===== src/rtl/font5_bench_pkg.sv =====
// Shared definitions for the bench serial receiver: FSM encoding,
// default frame geometry and a width helper for counters.
package font5_bench_pkg;

  localparam int DEF_WORD_W  = 16;
  localparam int DEF_N_WORDS = 4;
  localparam int DEF_DELAY   = 8;

  typedef enum logic [1:0] {
    ST_IDLE  = 2'd0,
    ST_WAIT  = 2'd1,
    ST_SHIFT = 2'd2
  } rx_state_e;

  // Counter width for a range of n values; never narrower than one bit.
  function automatic int clog2_min1(input int n);
    return (n > 1) ? $clog2(n) : 1;
  endfunction

endpackage

// rtl/my_rx_shift.sv
// Serial-to-parallel converter: shifts data_i in MSB first while
// sample_en_i is high and flags the sample that completes a word.
module my_rx_shift
  import font5_bench_pkg::*;
#(
  parameter int WORD_W = DEF_WORD_W
) (
  input  logic              clk,
  input  logic              rst,
  input  logic              sample_en_i,
  input  logic              data_i,
  output logic [WORD_W-1:0] word_o,
  output logic              word_done_o
);

  localparam int              BIT_W    = clog2_min1(WORD_W);
  localparam logic [BIT_W-1:0] LAST_BIT = BIT_W'(WORD_W - 1);

  logic [WORD_W-1:0] shift_q, shift_d;
  logic [BIT_W-1:0]  bit_cnt_q, bit_cnt_d;

  // Next-state for shift register and bit position.
  always_comb begin
    // NOTE: every always_comb output gets a default first so no path can infer a latch.
    shift_d   = shift_q;
    bit_cnt_d = bit_cnt_q;
    if (sample_en_i) begin
      shift_d   = (shift_q << 1) | WORD_W'(data_i);
      bit_cnt_d = (bit_cnt_q == LAST_BIT) ? '0 : bit_cnt_q + BIT_W'(1);
    end
  end

  // State registers; the data path is reset too so no stale bits survive a reset.
  always_ff @(posedge clk) begin
    // NOTE: sequential state uses non-blocking assignment so all registers update from pre-edge values.
    if (rst) begin
      shift_q   <= '0;
      bit_cnt_q <= '0;
    end else begin
      shift_q   <= shift_d;
      bit_cnt_q <= bit_cnt_d;
    end
  end

  assign word_o      = shift_q;
  assign word_done_o = sample_en_i && (bit_cnt_q == LAST_BIT);

endmodule

// rtl/my_rx.sv
// Bench frame receiver: a rising trig starts a frame of N_WORDS serial
// words whose first bit is sampled DELAY edges after the trigger edge.
module my_rx
  import font5_bench_pkg::*;
#(
  parameter int WORD_W  = DEF_WORD_W,
  parameter int N_WORDS = DEF_N_WORDS,
  parameter int DELAY   = DEF_DELAY
) (
  input  logic                              clk,
  input  logic                              rst,
  input  logic                              trig,
  input  logic                              data_in,
  output logic [WORD_W-1:0]                 word_out,
  output logic                              word_valid,
  output logic [clog2_min1(N_WORDS)-1:0]    word_idx,
  output logic                              frame_done,
  output logic                              busy,
  output logic [7:0]                        miss_cnt
);

  localparam int               IDX_W     = clog2_min1(N_WORDS);
  localparam logic [IDX_W-1:0] LAST_WORD = IDX_W'(N_WORDS - 1);

  rx_state_e         state_q;
  logic              trig_q;
  logic [7:0]        dly_q;
  logic [IDX_W-1:0]  word_cnt_q;
  logic              pend_q;
  logic              pend_last_q;
  logic [IDX_W-1:0]  pend_idx_q;
  logic [WORD_W-1:0] word_out_q;
  logic              word_valid_q;
  logic [IDX_W-1:0]  word_idx_q;
  logic              frame_done_q;
  logic              busy_q;
  logic [7:0]        miss_q;

  logic              trig_edge;
  logic              sample_en;
  logic              word_done;
  logic [WORD_W-1:0] shift_word;

  assign trig_edge = trig & ~trig_q;

  // Sampling starts on the edge the delay expires and stops once the last
  // word of the frame has been captured (its output pulse is still pending).
  assign sample_en = ((state_q == ST_WAIT) && (dly_q == 8'd0)) ||
                     ((state_q == ST_SHIFT) && !(pend_q && pend_last_q));

  my_rx_shift #(
    .WORD_W (WORD_W)
  ) u_shift (
    .clk         (clk),
    .rst         (rst),
    .sample_en_i (sample_en),
    .data_i      (data_in),
    .word_o      (shift_word),
    .word_done_o (word_done)
  );

  // Frame FSM with registered outputs; a completed word is published one edge later.
  always_ff @(posedge clk) begin
    if (rst) begin
      state_q      <= ST_IDLE;
      trig_q       <= 1'b1;  // a trig held high through reset is not an edge
      dly_q        <= '0;
      word_cnt_q   <= '0;
      pend_q       <= 1'b0;
      pend_last_q  <= 1'b0;
      pend_idx_q   <= '0;
      word_out_q   <= '0;
      word_valid_q <= 1'b0;
      word_idx_q   <= '0;
      frame_done_q <= 1'b0;
      busy_q       <= 1'b0;
      miss_q       <= '0;
    end else begin
      trig_q       <= trig;
      word_valid_q <= 1'b0;
      frame_done_q <= 1'b0;
      busy_q       <= (state_q != ST_IDLE);

      // Any edge outside IDLE, including the frame_done edge, is a miss.
      if (trig_edge && (state_q != ST_IDLE) && (miss_q != 8'hFF))
        miss_q <= miss_q + 8'd1;

      case (state_q)
        ST_IDLE: begin
          if (trig_edge) begin
            state_q    <= ST_WAIT;
            dly_q      <= 8'(DELAY - 1);
            word_cnt_q <= '0;
          end
        end
        ST_WAIT: begin
          if (dly_q == 8'd0) state_q <= ST_SHIFT;
          else               dly_q   <= dly_q - 8'd1;
        end
        ST_SHIFT: begin
          if (pend_q && pend_last_q) state_q <= ST_IDLE;
        end
        default: state_q <= ST_IDLE;
      endcase

      if (word_done) begin
        pend_q      <= 1'b1;
        pend_idx_q  <= word_cnt_q;
        pend_last_q <= (word_cnt_q == LAST_WORD);
        word_cnt_q  <= (word_cnt_q == LAST_WORD) ? '0 : word_cnt_q + IDX_W'(1);
      end else begin
        pend_q <= 1'b0;
      end

      if (pend_q) begin
        word_out_q   <= shift_word;
        word_valid_q <= 1'b1;
        word_idx_q   <= pend_idx_q;
        frame_done_q <= pend_last_q;
      end
    end
  end

  assign word_out   = word_out_q;
  assign word_valid = word_valid_q;
  assign word_idx   = word_idx_q;
  assign frame_done = frame_done_q;
  assign busy       = busy_q;
  assign miss_cnt   = miss_q;

endmodule


===== config.mk =====
export PLATFORM = sky130hd
export DESIGN_NAME = my_rx
export DESIGN_NICKNAME = d
export VERILOG_FILES = /design/src/rtl/font5_bench_pkg.sv /design/src/rtl/my_rx_shift.sv /design/src/rtl/my_rx.sv
export SDC_FILE = /design/constraint.sdc
export NUM_CORES = 1
export LEC_CHECK = 0
export BUFFER_PORTS_ARGS = -buffer_cell sky130_fd_sc_hd__buf_4
export CAP_MARGIN = 10
export CORE_AREA = 2 2 77 79
export DETAILED_ROUTE_END_ITERATION = 16
export DIE_AREA = 0 0 79 81
export GPL_ROUTABILITY_DRIVEN = 0
export PLACE_DENSITY = 0.75
export RECOVER_POWER = 50
export SYNTH_ARGS = -nofsm -noshare
export SYNTH_HDL_FRONTEND = slang
export SYNTH_SLANG_ARGS = --single-unit

===== constraint.sdc =====
create_clock -name clk -period 1.92 [get_ports clk]
set_input_delay 0.192 -clock clk [delete_from_list [all_inputs] [get_ports clk]]
set_output_delay 0.192 -clock clk [all_outputs]
set_load 0.01 [all_outputs]

==> results.cfg, run 1 <==
[final_layout]
syn_to_final_growth_pct = 20.7
final_cell_mix = dfxtp_1, mux2i_1, nor2_1
antenna_cells = 0
final_common_cell = dfxtp_1
nets = 340
layout-drive-gt1-share_pct = 15.2
post-route-cell-area_mm2 = 0.00330

[critical_path]
cp.arrival_ns = 2.09
critPathRequiredTime_ns = 2.15
r2r_end = word_cnt_q[0]
timing.rr.start = dly_q[4]
rr_worst_depth = 4
critPathKind = reg -> reg
endpoint_kind = flip-flop
r2r_setup_slack_ns = 0.06
start_kind = flip-flop
cp_max_fo = 3

[worst_hold_path]
whs_path_depth = 2
worstHoldStart = trig
holdCritPathClass = in -> reg
worstHoldEndpoint = trig_q

[cts]
cts_buffer_depth = 2
cts_made_buffers = 9
cts_setup_buffers = 0
root_buffer = clkbuf_8
cts_tree = yes
path_clk_slew_ns = 0.08
htree_levels = 3
cts_hold_buf = 0
clk_latency_ns = 0.34
clkSinkCount = 66

[floorplanning]
die_h_um = 81
dieArea_mm2 = 0.00640
rows = 28
coreArea_mm2 = 0.00568
start_util_pct = 48.1
num_io_pins = 33
die_w_um = 79

[yosys]
netlist_area_mm2 = 0.00273
synth_seq_area_share_pct = 48.4
ys.flop_type = dfxtp_1
syn-num-nets = 291
syn_avg_cell_area_um2 = 9.69
ys_types = 49
syn_inst = 282
synth-seq-cells = 66
synth_edf_count = 0
async_flop_share_pct = 0
ys_warn_count = 0

[power]
pwr-share-seq_pct = 46.8
power.leakage_nw = 1.21
pwr-share-comb_pct = 10.4
sw_frac_of_total_pct = 24.9
power.switching_w = 0.000753
power_density_mw_per_mm2 = 919
p_total_w = 0.00303
intPower_w = 0.00228
peakVddDrop_mv = 0.655
pwr-share-clk_pct = 42.7

[global_route]
grt_pass1_wl_um = 9170
grt_usage_pct = 18.2
grt_max_degree = 42
antenna_found_initial = 0
grt_pass1_vias = 1962
grt_overflow = 0

[run]
maxCapViolCount = 0

[sta]
rsz0062_at_grt = false
fin_setup_tns_ns = 0
timing.slew.headroom_pct = 46.3
period_share_pct = 96.9
report.final.setup_viol = 0
final.setup_skew_ns = 0.0122
hold_violations = 0
fin_crit_ns = 1.86
tightestPinTransition_ns = 0.805
slew_violations = 0
holdWs_ns = 0.0415
fmax_mhz = 538

[detailed_routing]
firstDrtPassIters = 4
wirelength_um = 5330
drc_errors = 0
drt_iter0_drc = 86
via_per_inst = 5.27
wl_per_cell_um = 13.0
ant_nets = 0
vias = 2168

[placement]
io_buffers = 32
dpl_cell_area_mm2 = 0.00316
dpl.hpwl_um = 3630

[status]
outcome = finished, final reports clean
-- final cells by class --
cell class                 instances  area [µm²]
clock buffer                       9         124
clock inverter                     7         101
fill                             546        2380
inverter                           7        26.3
multi-input combinational        196        1360
sequential                        66        1320
tap                               75        93.8
timing repair buffer              51         265
-- sequential cells by signal (all words and copies together) (netlist names) --
name	flops
u_shift.word_o	16
word_out	16
dly_q	8
miss_cnt	8
u_shift.bit_cnt_q	4
pend_idx_q	2
state_q	2
word_cnt_q	2
word_idx	2
busy	1
frame_done	1
pend_last_q	1
pend_q	1
trig_q	1
word_valid	1
-- routing by layer --
metal | vias up | wire, µm | GRT usage [%]
met5 | - | 0 | 0
met2 | 41 | 2480 | 29.2
met4 | 0 | 104 | 8.62
met1 | 1008 | 2560 | 23.5
met3 | 11 | 179 | 3.78
li1 | 1108 | - | -
-- power by group through the flow --
stage	clock network, W	logic [W]	registers, W
final	0.00129	0.000316	0.00142
after global routing	0.00139	0.000349	0.00142
after CTS	0.00133	0.000311	0.00142
after detailed placement	0	0.000303	0.00145
after global placement	0	0.000294	0.00145
after floorplan	0	0.000207	0.00145
-- per-stage QoR --
stage               util [%]  setup WS, ns  cells
finish                  58.1        0.0602    411
global route            58.1        0.0132    411
CTS                     59.9        0.0155    411
detailed placement      55.7       -0.0415    395
global placement        55.7        0.0579    395
floorplan                  -       -0.0338    282
-- critical path, stage by stage, from the launching register on --
cell and delay, ns:
dfxtp_2 0.32, or4_4 0.53, or3_4 0.37, a21boi_4 0.21, mux2_4 0.32
-- what timing repair did --
action	4_1_cts	5_1_grt
pin swaps	0	1
setup endpoints to repair	9	8
gates resized for setup	2	3
-- cell families (layout without fill, tap and decap cells) --
kind of cell             count (synthesis)  in the layout  share of synthesized area, %
buffers and inverters                   20             74                          3.11
AND/OR/NAND/NOR                        107            107                          20.0
XOR/XNOR                                 3              3                         0.962
adder cells (fa/ha/maj)                  5              5                          2.29
AO/OA/AOI/OAI                           42             42                          10.9
multiplexers                            39             39                          14.4
flip-flops                              66             66                          48.4
-- worst max path at each step --
stage	endpoint	slack, ns	from
finish	word_cnt_q[0]	0.06	dly_q[4]
global route	word_cnt_q[0]	0.01	dly_q[4]
CTS	word_cnt_q[0]	0.02	dly_q[4]
detailed placement	dly_q[4]	-0.04	dly_q[4]
global placement	u_shift.word_o[8]	0.06	dly_q[4]
floorplan	word_cnt_q[0]	-0.03	dly_q[4]
-- cell usage after synthesis (2+ instances only) --
master     n  area, µm²
dfxtp_1   66       1320
mux2i_1   37        370
nor2_1    32        120
nand2_1   27        101
a21oi_1    9       45.0
clkbuf_1   8       30.0
inv_1      6       22.5
nand3_1    6       30.0
o21ai_0    6       30.0
o31ai_1    6       45.0
or4_1      6       45.0
a21boi_0   5       37.5
ha_1       5       62.6
and2_1     4       25.0
nor3_1     4       20.0
or3_1      4       25.0
a211oi_1   3       22.5
nand4_1    3       18.8
nor2b_1    3       18.8
nor3b_1    3       22.5
or2_2      3       18.8
a31o_1     2       17.5
and3_1     2       12.5
buf_1      2       7.51
buf_2      2       10.0
mux2_1     2       22.5
nand2b_1   2       12.5
nor4_1     2       12.5
xor2_1     2       17.5
No activity file was read; power rests on OpenSTA's default activity.
==> run 2: changes to the inputs <==
--- a/config.mk
+++ b/config.mk
@@ -6,11 +6,11 @@
 export NUM_CORES = 1
 export LEC_CHECK = 0
 export BUFFER_PORTS_ARGS = -buffer_cell sky130_fd_sc_hd__buf_4
-export CAP_MARGIN = 10
 export CORE_AREA = 2 2 77 79
 export DETAILED_ROUTE_END_ITERATION = 16
 export DIE_AREA = 0 0 79 81
 export GPL_ROUTABILITY_DRIVEN = 0
+export MAX_ROUTING_LAYER = met4
 export PLACE_DENSITY = 0.75
 export RECOVER_POWER = 50
 export SYNTH_ARGS = -nofsm -noshare
==> run 2 against run 1 <==
  * Worst hold slack better by 0.0012 ns
  * Clock skew is essentially flat
  * Wire length rose by 0.19%
  * Sequential power about the same
  * Flip-flop and latch count is the same
  * Die area stayed put
  * Sequential share of layout area unchanged
  * Setup slack got worse by 0.0020 ns
  * Fmax down 0.11%
  * First-iteration DRC count is 21% higher
  * Clock-buffer cell count is the same
  * Critical path depth unchanged
  * Critical path type unchanged
  * Largest cell class unchanged
==> results.cfg, run 2 (synthesis results as in run 1) <==
[status]
outcome = finished, final reports clean

[detailed_routing]
routed.top_layer = met4
firstDrtPassIters = 4
vias = 2182
dr_wl_met3_um = 212
wirelength_um = 5340
ant_nets = 0
m1WireLength_um = 2520
wl_per_cell_um = 13.0
drc_errors = 0
met2WireLength_um = 2500
drt_iter0_drc = 104
via_per_inst = 5.31

[power]
pwr-share-seq_pct = 46.8
p_total_w = 0.00303
intPower_w = 0.00228
pwr-share-clk_pct = 42.7
power.leakage_nw = 1.21
pwr-share-comb_pct = 10.5
power.switching_w = 0.000754
sw_frac_of_total_pct = 24.9
peakVddDrop_mv = 0.654
power_density_mw_per_mm2 = 919

[final_layout]
syn_to_final_growth_pct = 20.7
final_common_cell = dfxtp_1
fin_cells = 411
antenna_cells = 0
post-route-cell-area_mm2 = 0.00330
nets = 340
layout-drive-gt1-share_pct = 15.2
fill_cells = 546
final_cell_mix = dfxtp_1, mux2i_1, nor2_1

[cts]
clk_latency_ns = 0.34
cts_setup_buffers = 0
cts_buffer_depth = 2
path_clk_slew_ns = 0.08
htree_levels = 3
clkSinkCount = 66
cts_tree = yes
root_buffer = clkbuf_8
cts_made_buffers = 9

[critical_path]
crit_family = simple AND/OR/NAND/NOR gates
cp_max_fo = 3
cp.arrival_ns = 2.09
max_stage_delay_ns = 0.53
critPathKind = reg -> reg
path_buf_inv = 0
endpoint_kind = flip-flop
crit_slowest_cell = or4_4
critPathRequiredTime_ns = 2.15
start_kind = flip-flop
path_cells = or4_4 > or3_4 > a21boi_4 > mux2_4

[run]
maxCapViolCount = 0

[floorplanning]
die_w_um = 79
coreArea_mm2 = 0.00568
rows = 28
die_h_um = 81
num_io_pins = 33
start_util_pct = 48.1
dieArea_mm2 = 0.00640

[sta]
period_share_pct = 97.0
tightestPinTransition_ns = 0.807
timing.slew.headroom_pct = 46.2
layout_setup_ws_ns = 0.0581
slew_violations = 0
fin_setup_tns_ns = 0
final.setup_skew_ns = 0.0123
hold_violations = 0
rsz0062_at_grt = false
fin_crit_ns = 1.86
fmax_mhz = 537
report.final.setup_viol = 0

[global_route]
antenna_found_initial = 0
grt_pass1_wl_um = 9180
grt_usage_pct = 18.7
grt_max_degree = 42
grt_pass1_vias = 1959
grt_overflow = 0

[placement]
io_buffers = 32
dpl_cell_area_mm2 = 0.00316
dpl.hpwl_um = 3630
dpl.cell_count = 395
pre_cts_slack_ns = -0.0415

[worst_hold_path]
holdCritPathClass = in -> reg
==> run 2: cell counts in the layout (fill, tap and decap cells not counted) <==
Identical to the previous run, type by type.
==> run 2: final timing paths <==
| kind | startpoint | endpoint | slack (ns) | cells past startpoint |
|---|---|---|---|---|
| setup / recovery | dly_q[4] | word_cnt_q[0] | 0.06 | 4 |
| hold / removal | trig | trig_q | 0.04 | 2 |
| setup reg to reg | dly_q[4] | word_cnt_q[0] | 0.06 | 4 |
| hold reg to reg | pend_idx_q[0] | pend_idx_q[0] | 0.48 | 2 |
==> run 2: layer usage <==
metal | global-route usage [%] | up-vias
li1 | - | 1106
met1 | 23.3 | 1018
met2 | 29.3 | 47
met3 | 3.78 | 11
met4 | 8.62 | 0
met5 | - | -
==> run 2: cell type report <==
class	count	area (µm²)	area share, %
clock buffers	9	124	3.76
inverters	7	26.3	0.797
repair buffers	51	265	8.04
clock inverters	7	101	3.07
multi-input cells	196	1360	41.4
flip-flops and latches	66	1320	40.1
well taps	75	93.8	2.85
==> run 2: power by group through the flow <==
stage | combinational [W] | clock [W] | sequential [W]
floorplan | 0.000207 | 0 | 0.00145
global placement | 0.000294 | 0 | 0.00145
detailed placement | 0.000303 | 0 | 0.00145
CTS | 0.000311 | 0.00133 | 0.00142
global route | 0.000348 | 0.00139 | 0.00142
finish | 0.000318 | 0.00129 | 0.00142
==> run 2: metrics by stage <==
| step | util (%) | hold slack (ns) |
|---|---|---|
| after floorplan | - | 0.271 |
| after global placement | 55.7 | 0.389 |
| after detailed placement | 55.7 | 0.391 |
| after CTS | 59.9 | 0.0351 |
| after global routing | 58.1 | 0.0434 |
| final | 58.1 | 0.0427 |
==> run 2: repair_timing <==
item	4_1_cts	5_1_grt
pin swaps	0	1
hold endpoints to repair	0	0
hold buffers	0	0
endpoints found under the setup margin	9	7
resized for setup	2	3
==> run 3: changes to the inputs <==
--- a/config.mk
+++ b/config.mk
@@ -5,13 +5,13 @@
 export SDC_FILE = /design/constraint.sdc
 export NUM_CORES = 1
 export LEC_CHECK = 0
-export BUFFER_PORTS_ARGS = -buffer_cell sky130_fd_sc_hd__buf_4
 export CORE_AREA = 2 2 77 79
 export DETAILED_ROUTE_END_ITERATION = 16
 export DIE_AREA = 0 0 79 81
+export DONT_BUFFER_PORTS = 1
 export GPL_ROUTABILITY_DRIVEN = 0
 export MAX_ROUTING_LAYER = met4
-export PLACE_DENSITY = 0.75
+export PLACE_DENSITY = 0.7
 export RECOVER_POWER = 50
 export SYNTH_ARGS = -nofsm -noshare
 export SYNTH_HDL_FRONTEND = slang
==> run 3 against run 2 <==
  * Register-to-register slack about the same
  * Final area down 2.8%
  * Clock-buffer cell count unchanged
  * Fmax fell by 0.56%
  * Critical path depth is the same
  * Global-route usage decreased by 0.069 points
  * Die area stayed put
  * Utilization shrank 1.6 points
  * Combinational power increased by 3%
  * Sequential power barely moved
  * Sequential share of layout area up 1.1 points
  * Clock skew down 0.0043 ns
==> results.cfg, run 3 (synthesis results as in run 1) <==
[power]
intPower_w = 0.00216
pwr-share-clk_pct = 40.0
p_total_w = 0.00291
peakVddDrop_mv = 0.525
power.switching_w = 0.000756
pwr-share-comb_pct = 11.2
sw_frac_of_total_pct = 26.0
power.leakage_nw = 1.19
pwr-share-seq_pct = 48.8
power_density_mw_per_mm2 = 908

[final_layout]
fill_cells = 521
nets = 313
layout-drive-gt1-share_pct = 16.5
final_common_cell = dfxtp_1
syn_to_final_growth_pct = 17.4
final_cell_mix = dfxtp_1, mux2i_1, nor2_1
antenna_cells = 0

[critical_path]
crit_slowest_cell = or4_4
max_stage_delay_ns = 0.52
critPathKind = reg -> reg
path_buf_inv = 0
critPathRequiredTime_ns = 2.15
endpoint_kind = flip-flop
path_cells = or4_4 > or3_4 > a21boi_4 > mux2_4
cp.arrival_ns = 2.10
start_kind = flip-flop
crit_family = simple AND/OR/NAND/NOR gates
cp_max_fo = 3

[floorplanning]
coreArea_mm2 = 0.00568
start_util_pct = 48.1
dieArea_mm2 = 0.00640
die_h_um = 81
rows = 28
die_w_um = 79
num_io_pins = 33

[sta]
report.final.setup_viol = 0
timing.slew.headroom_pct = 62.5
fmax_mhz = 534
tightestPinTransition_ns = 0.562
final.setup_skew_ns = 0.00797
hold_violations = 0
rsz0062_at_grt = false
fin_setup_tns_ns = 0
slew_violations = 0
fin_crit_ns = 1.87
period_share_pct = 97.5

[cts]
cts_tree = yes
clk_latency_ns = 0.34
cts_buffer_depth = 2
clkSinkCount = 66
htree_levels = 3
path_clk_slew_ns = 0.07
cts_made_buffers = 9
root_buffer = clkbuf_8

[detailed_routing]
firstDrtPassIters = 5
wl_per_cell_um = 14.1
drc_errors = 0
ant_nets = 0
via_per_inst = 5.39
wirelength_um = 5430
drt_iter0_drc = 70
vias = 2069

[status]
outcome = finished, final reports clean

[global_route]
grt_max_degree = 37
grt_pass1_vias = 2002
antenna_found_initial = 0
grt_pass1_wl_um = 8950
grt_usage_pct = 18.6
grt_overflow = 0

[run]
maxCapViolCount = 0

[placement]
io_buffers = 0
dpl.hpwl_um = 3550

[worst_hold_path]
holdCritPathClass = in -> reg
run 3: cell type report:
cell class | instances | area, µm² | share of cell area [%]
clock buffer | 9 | 124 | 3.86
clock inverter | 7 | 77.6 | 2.42
inverter | 7 | 26.3 | 0.819
multi-input combinational | 197 | 1380 | 43.0
sequential | 66 | 1320 | 41.3
tap | 75 | 93.8 | 2.93
timing repair buffer | 23 | 184 | 5.74
run 3: routing by layer:
metal / part of all wire [%] / vias to the layer above / wire length, µm / GRT usage, %
li1: - / 1055 / - / -
met3: 4.3 / 12 / 235 / 5.11
met4: 2.0 / 0 / 109 / 9.83
met1: 46 / 965 / 2510 / 22.4
met5: 0 / - / 0 / -
met2: 47 / 37 / 2580 / 28.6
run 3: worst min-delay path: cells and delay by family:
| kind | cells | cell delay (ns) |
|---|---|---|
| and+or+nand+nor | 3 | 0.16 |
run 3: what timing repair did:
item | CTS | global route
endpoints found under the hold margin | 37 | 0
resized for setup | 2 | 3
setup buffers | 0 | 0
gates cloned | 0 | 1
pin swaps | 0 | 3
hold buffers | 3 | 0
setup endpoints to repair | 9 | 15
run 3: power by group through the flow:
stage	clock (W)	sequential [W]	combinational, W
5_1_grt	0.00126	0.00142	0.000364
6_report	0.00116	0.00142	0.000327
3_3_place_gp	0	0.00145	0.000278
2_1_floorplan	0	0.00145	0.000207
3_5_place_dp	0	0.00145	0.000283
4_1_cts	0.00120	0.00142	0.000312
run 3: path summary, 6_finish.rpt:
kind / startpoint / endpoint / slack, ns / depth (start not counted)
worst max register to register: dly_q[2] / word_cnt_q[0] / 0.05 / 4
worst min-delay path: rst / u_shift.bit_cnt_q[2] / 0.06 / 3
worst min register to register: pend_idx_q[1] / pend_idx_q[1] / 0.47 / 2
worst max-delay path: dly_q[2] / word_cnt_q[0] / 0.05 / 4
run 3: per-stage QoR:
stage	utilization (%)	worst slack [ns]	hold WS (ns)	instances	area (µm²)
floorplan	-	-0.0338	0.271	282	2750
CTS	56.1	0.0229	0.0399	383	3180
detailed placement	51.6	-0.00833	0.270	364	2930
global placement	51.6	0.0451	0.269	364	2930
global route	56.5	0.000222	0.0825	384	3210
finish	56.5	0.0478	0.0569	384	3210
